### config.mk
export PLATFORM = sky130hd
export DESIGN_NAME = dmem_arbiter
export DESIGN_NICKNAME = d
export VERILOG_FILES = /design/src/rtl/dmem_pkg.sv /design/src/rtl/dmem_burst_gen.sv /design/src/rtl/dmem_arbiter.sv
export SDC_FILE = /design/constraint.sdc
export NUM_CORES = 1
export LEC_CHECK = 0
export BUFFER_PORTS_ARGS = -buffer_cell sky130_fd_sc_hd__buf_2
export CORE_AREA = 10 10 223 225
export DETAILED_ROUTE_END_ITERATION = 10
export DIE_AREA = 0 0 233 235
export REMOVE_ABC_BUFFERS = 1
export SETUP_SLACK_MARGIN = 0.15
export SLEW_MARGIN = 20
export SYNTH_ARGS = -nofsm -noshare
export SYNTH_HDL_FRONTEND = slang
export SYNTH_SLANG_ARGS = --single-unit
### constraint.sdc
create_clock -name clk -period 3.1 [get_ports clk]
set_input_delay 0.62 -clock clk [delete_from_list [all_inputs] [get_ports clk]]
set_output_delay 0.62 -clock clk [all_outputs]
set_load 0.01 [all_outputs]
### src/rtl/dmem_pkg.sv
// rtl/dmem_pkg.sv - shared encodings and constants for the data memory arbiter
package dmem_pkg;

    typedef enum logic [1:0] {
        IDLE  = 2'd0,
        BURST = 2'd1,
        DONE  = 2'd2
    } state_t;

    localparam logic [63:0] WORD_BYTES = 64'd8;
    localparam logic [63:0] DATA_START = 64'h0000_0000_1000_0000;

endpackage

### src/rtl/dmem_burst_gen.sv
// rtl/dmem_burst_gen.sv - latches burst base/length, produces beat address and last-beat flag
module dmem_burst_gen
    import dmem_pkg::*;
(
    input  logic        clk,
    input  logic        reset,
    input  logic        load,
    input  logic        advance,
    input  logic [63:0] base,
    input  logic [4:0]  len,
    output logic [63:0] beat_addr,
    output logic        last_beat
);

    logic [63:0] base_q, base_d;
    logic [4:0]  len_q, len_d;
    logic [4:0]  cnt_q, cnt_d;

    always_comb begin
        base_d = base_q;
        len_d  = len_q;
        cnt_d  = cnt_q;
        if (load) begin
            base_d = base;
            len_d  = len;
            cnt_d  = '0;
        end else if (advance) begin
            cnt_d = cnt_q + 5'd1;
        end
    end

    always_ff @(posedge clk) begin
        if (reset) begin
            base_q <= '0;
            len_q  <= '0;
            cnt_q  <= '0;
        end else begin
            base_q <= base_d;
            len_q  <= len_d;
            cnt_q  <= cnt_d;
        end
    end

    // Address arithmetic wraps at 64 bits by construction.
    assign beat_addr = base_q + 64'(cnt_q) * WORD_BYTES;
    assign last_beat = (cnt_q == len_q - 5'd1);

endmodule

### src/rtl/dmem_arbiter.sv
// rtl/dmem_arbiter.sv - core/DMA arbiter for the single-ported data memory
module dmem_arbiter
    import dmem_pkg::*;
#(
    parameter int MAX_WAIT = 4,
    parameter int MAX_LEN  = 16
) (
    input  logic        clk,
    input  logic        reset,
    input  logic        c_req,
    input  logic [63:0] c_addr,
    input  logic [63:0] c_wdata,
    input  logic        c_word_we,
    input  logic        c_byte_we,
    output logic        c_ready,
    output logic [63:0] c_rdata,
    input  logic        d_start,
    input  logic [63:0] d_addr,
    input  logic [4:0]  d_len,
    input  logic        d_we,
    input  logic [63:0] d_wdata,
    output logic        d_accept,
    output logic        d_beat,
    output logic [63:0] d_rdata,
    output logic        d_done,
    output logic        d_err,
    output logic [63:0] mem_addr,
    output logic [63:0] mem_wdata,
    output logic        mem_word_we,
    output logic        mem_byte_we,
    input  logic [63:0] mem_rdata
);

    localparam int                WAIT_W   = $clog2(MAX_WAIT + 1);
    localparam logic [WAIT_W-1:0] WAIT_MAX = WAIT_W'(MAX_WAIT);

    state_t            state_q, state_d;
    logic [WAIT_W-1:0] wait_cnt_q, wait_cnt_d;
    logic              we_q, we_d;
    logic              err_q, err_d;
    logic              serve_core;
    logic              load, advance;
    logic [63:0]       beat_addr;
    logic              last_beat;
    logic              bad_req;

    dmem_burst_gen u_burst_gen (
        .clk       (clk),
        .reset     (reset),
        .load      (load),
        .advance   (advance),
        .base      (d_addr),
        .len       (d_len),
        .beat_addr (beat_addr),
        .last_beat (last_beat)
    );

    assign c_rdata = mem_rdata;
    assign d_rdata = mem_rdata;
    assign bad_req = (d_len == 5'd0) || (int'(d_len) > MAX_LEN) || (d_addr[2:0] != 3'd0);

    always_comb begin
        state_d     = state_q;
        wait_cnt_d  = wait_cnt_q;
        we_d        = we_q;
        err_d       = err_q;
        serve_core  = 1'b0;
        load        = 1'b0;
        advance     = 1'b0;
        c_ready     = 1'b0;
        d_accept    = 1'b0;
        d_beat      = 1'b0;
        d_done      = 1'b0;
        d_err       = 1'b0;
        mem_addr    = '0;
        mem_wdata   = '0;
        mem_word_we = 1'b0;
        mem_byte_we = 1'b0;

        unique case (state_q)
            IDLE: begin
                if (c_req && !(d_start && wait_cnt_q == WAIT_MAX)) begin
                    serve_core = 1'b1;
                end else if (d_start) begin
                    d_accept = 1'b1;
                    state_d  = DONE;
                    if (bad_req) begin
                        err_d = 1'b1;
                    end else begin
                        err_d      = 1'b0;
                        we_d       = d_we;
                        load       = 1'b1;
                        wait_cnt_d = '0;
                        state_d    = BURST;
                    end
                end
            end
            BURST: begin
                advance     = 1'b1;
                d_beat      = 1'b1;
                mem_addr    = beat_addr;
                mem_wdata   = d_wdata;
                mem_word_we = we_q;
                if (last_beat) state_d = DONE;
            end
            DONE: begin
                d_done     = 1'b1;
                d_err      = err_q;
                state_d    = IDLE;
                serve_core = c_req;
            end
            default: state_d = IDLE;
        endcase

        // A pending DMA start accrues credit each cycle the core takes the memory.
        if (serve_core) begin
            c_ready     = 1'b1;
            mem_addr    = c_addr;
            mem_wdata   = c_wdata;
            mem_word_we = c_word_we;
            mem_byte_we = c_byte_we;
            if (d_start && wait_cnt_q != WAIT_MAX) wait_cnt_d = wait_cnt_q + WAIT_W'(1);
        end
        if (!d_start) wait_cnt_d = '0;
    end

    always_ff @(posedge clk) begin
        if (reset) begin
            state_q    <= IDLE;
            wait_cnt_q <= '0;
            we_q       <= 1'b0;
            err_q      <= 1'b0;
        end else begin
            state_q    <= state_d;
            wait_cnt_q <= wait_cnt_d;
            we_q       <= we_d;
            err_q      <= err_d;
        end
    end

endmodule

Word level (Yosys, flattened, before mapping)
Cells that the tools add are included.
Widths: inputs -> output; s select.
{"block": "totals", "register_bits": 81, "in_bits": 332, "output_inout_bits": 263, "word_cells": 68}
{"block": "classes", "n_addsub": 4, "order_cmp": 1, "n_eq_ne": 8, "mux": 31, "bitwise_logic": 3, "reduce_logical": 14}
{"op": "$mux 64", "count": 4}
{"op": "$add 64x8->64", "count": 1}
{"op": "$mux 1", "count": 16}
{"op": "$mux 3", "count": 5}
{"op": "$mux 2", "count": 4}
{"op": "$ne 2x2->1 const B", "count": 3}
{"op": "$reduce_and 3->1", "count": 2}
{"op": "$add 5x1->5 const B", "count": 1}
{"op": "$eq 5x5->1", "count": 1}
{"op": "$gt 5x5->1 const B", "count": 1}
{"op": "$logic_not 5->1", "count": 1}
{"op": "$sub 5x1->5 const B", "count": 1}
{"op": "$pmux 2 s2", "count": 1}
{"op": "$reduce_and 4->1", "count": 1}
{"op": "$reduce_or 2->1", "count": 2}
{"op": "$add 3x1->3 const B", "count": 1}
{"op": "$eq 3x3->1 const B", "count": 1}
{"op": "$logic_and 1x1->1", "count": 3}
{"op": "$ne 3x3->1 const B", "count": 1}
{"op": "$not 1->1", "count": 3}
{"op": "$reduce_bool 3->1", "count": 1}
{"op": "$eq 2x1->1 const B", "count": 1}
{"op": "$eq 2x2->1 const B", "count": 1}
{"op": "$logic_not 2->1", "count": 1}
{"op": "3 further kinds", "count": 4}

Logic depth before layout (Yosys ltp)
{"block": "depth", "depth_word": 8, "mapped_depth": 9, "mapped_depth_nobuf": 7}

Hierarchy
From an unflattened synthesis, not the netlist that was laid out.
{"block": "unflattened", "hier_cells": 817, "hier_area_um2": 6952.9}
{"mod": "dmem_burst_gen", "n_inst": 1, "cells_each": 483, "area_each_um2": 4309.1, "seq_area_each_um2": 1481.4}
{"mod": "dmem_arbiter", "n_inst": 1, "cells_each": 334, "area_each_um2": 2643.8, "seq_area_each_um2": 140.1}

Worst setup path after synthesis
OpenSTA, ideal clock, no wires.
{"block": "synth_path", "path_kind": "flip-flop to output port", "start": "register u_burst_gen.cnt_q[0]", "end": "output mem_addr[55]", "arrival_ns": 2.457, "t_required_ns": 2.480, "path_slack_ns": 0.023, "stages_incl_launch_ff": 10, "cell_sequence": "dfxtp_1 > ha_1 > fa_1 > a211o_1 > a21oi_1 > or4_4 > buf_6 > clkbuf_1 > nand3_1 > nand3_1"}
{"block": "synth_between", "elab_chain_cells": 3}
{"element": "start: declaration", "line_no": "dmem_burst_gen.sv:17", "source": "logic [4:0] cnt_q, cnt_d;"}
{"element": "start signal: assignment", "line_no": "dmem_burst_gen.sv:40", "source": "cnt_q <= cnt_d;"}
{"element": "$add 64x8->64", "line_no": "dmem_burst_gen.sv:45", "source": "assign beat_addr = base_q + 64'(cnt_q) * WORD_BYTES;"}
{"element": "$mux 64", "line_no": "dmem_arbiter.sv:80", "source": "unique case (state_q)"}
{"element": "$mux 64", "line_no": "dmem_arbiter.sv:116", "source": "if (serve_core) begin"}
{"element": "end: declaration", "line_no": "dmem_arbiter.sv:27", "source": "output logic [63:0] mem_addr,"}
No other way between the ends.

Final worst setup path
{"block": "layout_path", "start": "register u_burst_gen.base_q[21]", "end": "output mem_addr[45]"}
{"block": "layout_between", "elab_chain_cells": 3}
{"element": "start: declaration", "line_no": "dmem_burst_gen.sv:15", "source": "logic [63:0] base_q, base_d;"}
{"element": "start signal: assignment", "line_no": "dmem_burst_gen.sv:38", "source": "base_q <= base_d;"}
{"element": "$add 64x8->64", "line_no": "dmem_burst_gen.sv:45"}
{"element": "$mux 64", "line_no": "dmem_arbiter.sv:80"}
{"element": "$mux 64", "line_no": "dmem_arbiter.sv:116"}
No other way between the ends.

==> impl_metrics.csv <==
group,metric,value,unit
place,placed_cell_area,9112,sq um
route,routedWlPerCell,28.12,um
synthesis,async_flop_share,0,%
sta,slew_violations,0,
final_layout,drive_above_1_share,44.71,%
setup_path,max_stage_delay,0.68,ns
setup_path,cp-end-kind,"primary output",
sta,fin_ws,-0.2705,ns
die,core,45090,sq um
setup_path,crit_path_top_delay_cell,"or4_4",
setup_path,path_class,"flop to primary output",
final_layout,fill_cells,5032,
clock_tree,clk_latency,0.37,ns
die,die_area,54760,sq um
sta,period_minus_slack,3.370,ns
synthesis,synth_cells,998,
setup_path,cpMostUsedCell,"or4_4",
sta,holdWs,0.4564,ns
final_layout,multi_input_area,4659,sq um
place,gp_congestion,0.9580,
die,rows,78,
die,start_util,15.68,%
run_status,failed_checks,"setup timing",
clock_tree,cts_made_buffers,9,
run_status,status,"complete, but fails checks",
place,dp_hpwl,42180,um
route,via_count,9106,
power,ir_drop,0.2252,mV
synthesis,synth_top_cells_by_area,"dfxtp_1 23%, buf_4 14%, nand2_1 11%",
setup_path,critPathRequiredTime,2.48,ns
clock_tree,htree_levels,3,
sta,post-route-period-util,108.7,%
global_routing,antenna_found_initial,9,
setup_path,start_kind,"flop",
sta,fmax,296.7,MHz
global_routing,grt_pass1_vias,8966,
setup_path,worstPathArrival,2.75,ns
synthesis,synth_cell_type_count,57,
clock_tree,clkTransAtPathRegs,0.07,ns
route,drt-initial-drc-count,617,
route,drt_wl_total,53910,um
final_layout,layout_commonest_cell,"buf_2",
job,cap_violations,0,
clock_tree,cts_tree,"yes",
setup_path,crit_family,"simple AND/OR/NAND/NOR gates",
synthesis,ys.flop_type,"dfxtp_1",
sta,rsz0062_at_grt,"yes",
clock_tree,cts.path.max_buffers,2,
final_layout,fin_cells,1917,
power,p_leak,4.678,nW
global_routing,grt.overflow.total,0,
sta,slew_headroom,38.93,%
route,drc,0,
clock_tree,root_buffer,"clkbuf_16",
route,viasPerCell,4.750,
die,io_pins,595,
sta,finClkSkew,0.01117,ns
synthesis,synthesis.area,7071,sq um
global_routing,grt_pass1_wl,70990,um
final_layout,final_core_util,23.06,%
final_layout,layout_common_cells,"394 x buf_2, 205 x nand2_1, 77 x dfxtp_1",
synthesis,yosys_register_bits,81,
die,die_x,233,um
power,cellPowerDensity,273.2,nW/um^2
route,antenna_left,0,
place,dp.cells,1853,
synthesis,yosys.area.top_type,"dfxtp_1",
sta,setup_viol,52,
synthesis,yosysWarnings,0,
synthesis,synth_top_area_share,22.93,%
sta,tightest_slew,0.9139,ns
clock_tree,cts_num_sinks,81,
setup_path,worstPathCellList,"and4_2, nand4_4, or4_4, or4_4, nand3_2, buf_6",
route,drt_first_pass_iters,5,
global_routing,gr-usage-all-layers,18.29,%
sta,hold_viol_final,0,
synthesis,synth_seq_area_share,22.93,%
final_layout,area_delta_synth_final,47.05,%
final_layout,regArea,1627,sq um
global_routing,grt_max_degree,54,
place,pre_cts_slack,-0.02349,ns
min_path,hp-class,"flop to flop",
setup_path,crit_buf_inv,1,
setup_path,cp_max_fo,6,
final_layout,nets,1650,
final_layout,final_cell_area,10400,sq um
place,numPortBuffers,402,
synthesis,synth_edf_count,0,
synthesis,syn-mean-instance-area,7.085,sq um
die,dieHeight,235,um
## cell families after synthesis
logic type	count (synthesis)	synth area share, %
muxes	2	0.3008
and+or+nand+nor	420	28.60
DFF	81	22.93
adders and majority gates	10	1.876
AOI/OAI and AO/OA	238	23.55
buffers and inverters	212	18.40
xor gates and xnor gates	35	4.335
## cells in the mapped netlist, types with 4 or more instances
| master | n |
|---|---|
| nand2_1 | 206 |
| buf_4 | 129 |
| dfxtp_1 | 81 |
| a21oi_1 | 75 |
| a22o_1 | 70 |
| nand3_1 | 62 |
| clkbuf_1 | 54 |
| nor2_1 | 35 |
| o21ai_0 | 29 |
| xnor2_1 | 22 |
| nor4_1 | 21 |
| nand4_1 | 20 |
| or4_1 | 17 |
| a31oi_1 | 13 |
| a32oi_1 | 13 |
| xor2_1 | 13 |
| buf_1 | 12 |
| nor3_1 | 10 |
| ha_1 | 9 |
| inv_1 | 9 |
| and4_1 | 8 |
| or3_1 | 8 |
| a32o_1 | 7 |
| and2_1 | 7 |
| a221o_1 | 6 |
| and3_1 | 6 |
| a211o_1 | 4 |
| buf_2 | 4 |
| nor2b_1 | 4 |
## metrics by stage
stage | power, mW | setup TNS, ns
after CTS | 2.892 | -9.138
final | 2.841 | -6.941
after floorplan | 1.296 | -94.50
after global routing | 2.971 | -13.94
after detailed placement | 1.710 | -0.06635
after global placement | 1.708 | 0
## worst paths after layout
check | startpoint | end | slack [ns] | cells after the start
worst min-delay path | we_q$_SDFFE_PP0P_ | we_q$_SDFFE_PP0P_ | 0.46 | 2
worst max register to register | wait_cnt_q[0]$_SDFF_PP0_ | u_burst_gen.cnt_q[4]$_SDFFE_PP0P_ | 0.60 | 7
worst max-delay path | u_burst_gen.base_q[21]$_SDFFE_PP0P_ | mem_addr[45] | -0.27 | 6
worst min register to register | we_q$_SDFFE_PP0P_ | we_q$_SDFFE_PP0P_ | 0.46 | 2
## per-layer routing
| metal | vias to the layer above | track usage (%) | wire length, um |
|---|---|---|---|
| li1 | 4103 | - | - |
| met5 | - | 6.061 | 475 |
| met2 | 649 | 27.06 | 23230 |
| met4 | 18 | 4.434 | 805 |
| met1 | 4288 | 21.40 | 21900 |
| met3 | 48 | 11.20 | 7497 |
## flip-flops by register name, summed over array words and instances (netlist names)
signal	cells
wait_cnt_q	3
u_burst_gen.len_q	5
u_burst_gen.base_q	64
u_burst_gen.cnt_q	5
we_q	1
state_q	2
err_q	1
## where the power goes
group | switching (mW) | total (mW) | internal [mW] | leakage [nW]
registers | 0.0110 | 1.06 | 1.05 | 0.655
clock network | 0.502 | 1.13 | 0.627 | 0.143
logic | 0.352 | 0.651 | 0.300 | 3.88
total | 0.865 | 2.84 | 1.98 | 4.68
## final cells by class
class                   instances  area share, %
diodes                          4        0.09627
clock buffers                  10          2.202
clock inverters                 6         0.6619
inverters                      10         0.3851
multi-input cells             710          44.81
flip-flops and latches         81          15.64
well taps                     600          7.220
repair buffers                496          28.98
## worst register-to-register path: cells and delay by family (launching register included)
family / cells / cell delay (ns)
buffers and inverters: 2 / 0.52
AO/OA/AOI/OAI: 1 / 0.52
adder cells (fa/ha/maj): 1 / 0.22
flip-flops: 1 / 0.34
AND/OR/NAND/NOR: 3 / 0.82
## repair_timing
action,CTS,global route
buffers inserted,26,12
pin swaps,44,38
endpoints found under the setup margin,83,56
hold endpoints to repair,0,0
gates resized for setup,100,39
cloned,4,2
hold buffers,0,0
Note: power is estimated with default switching activity, not from simulation.
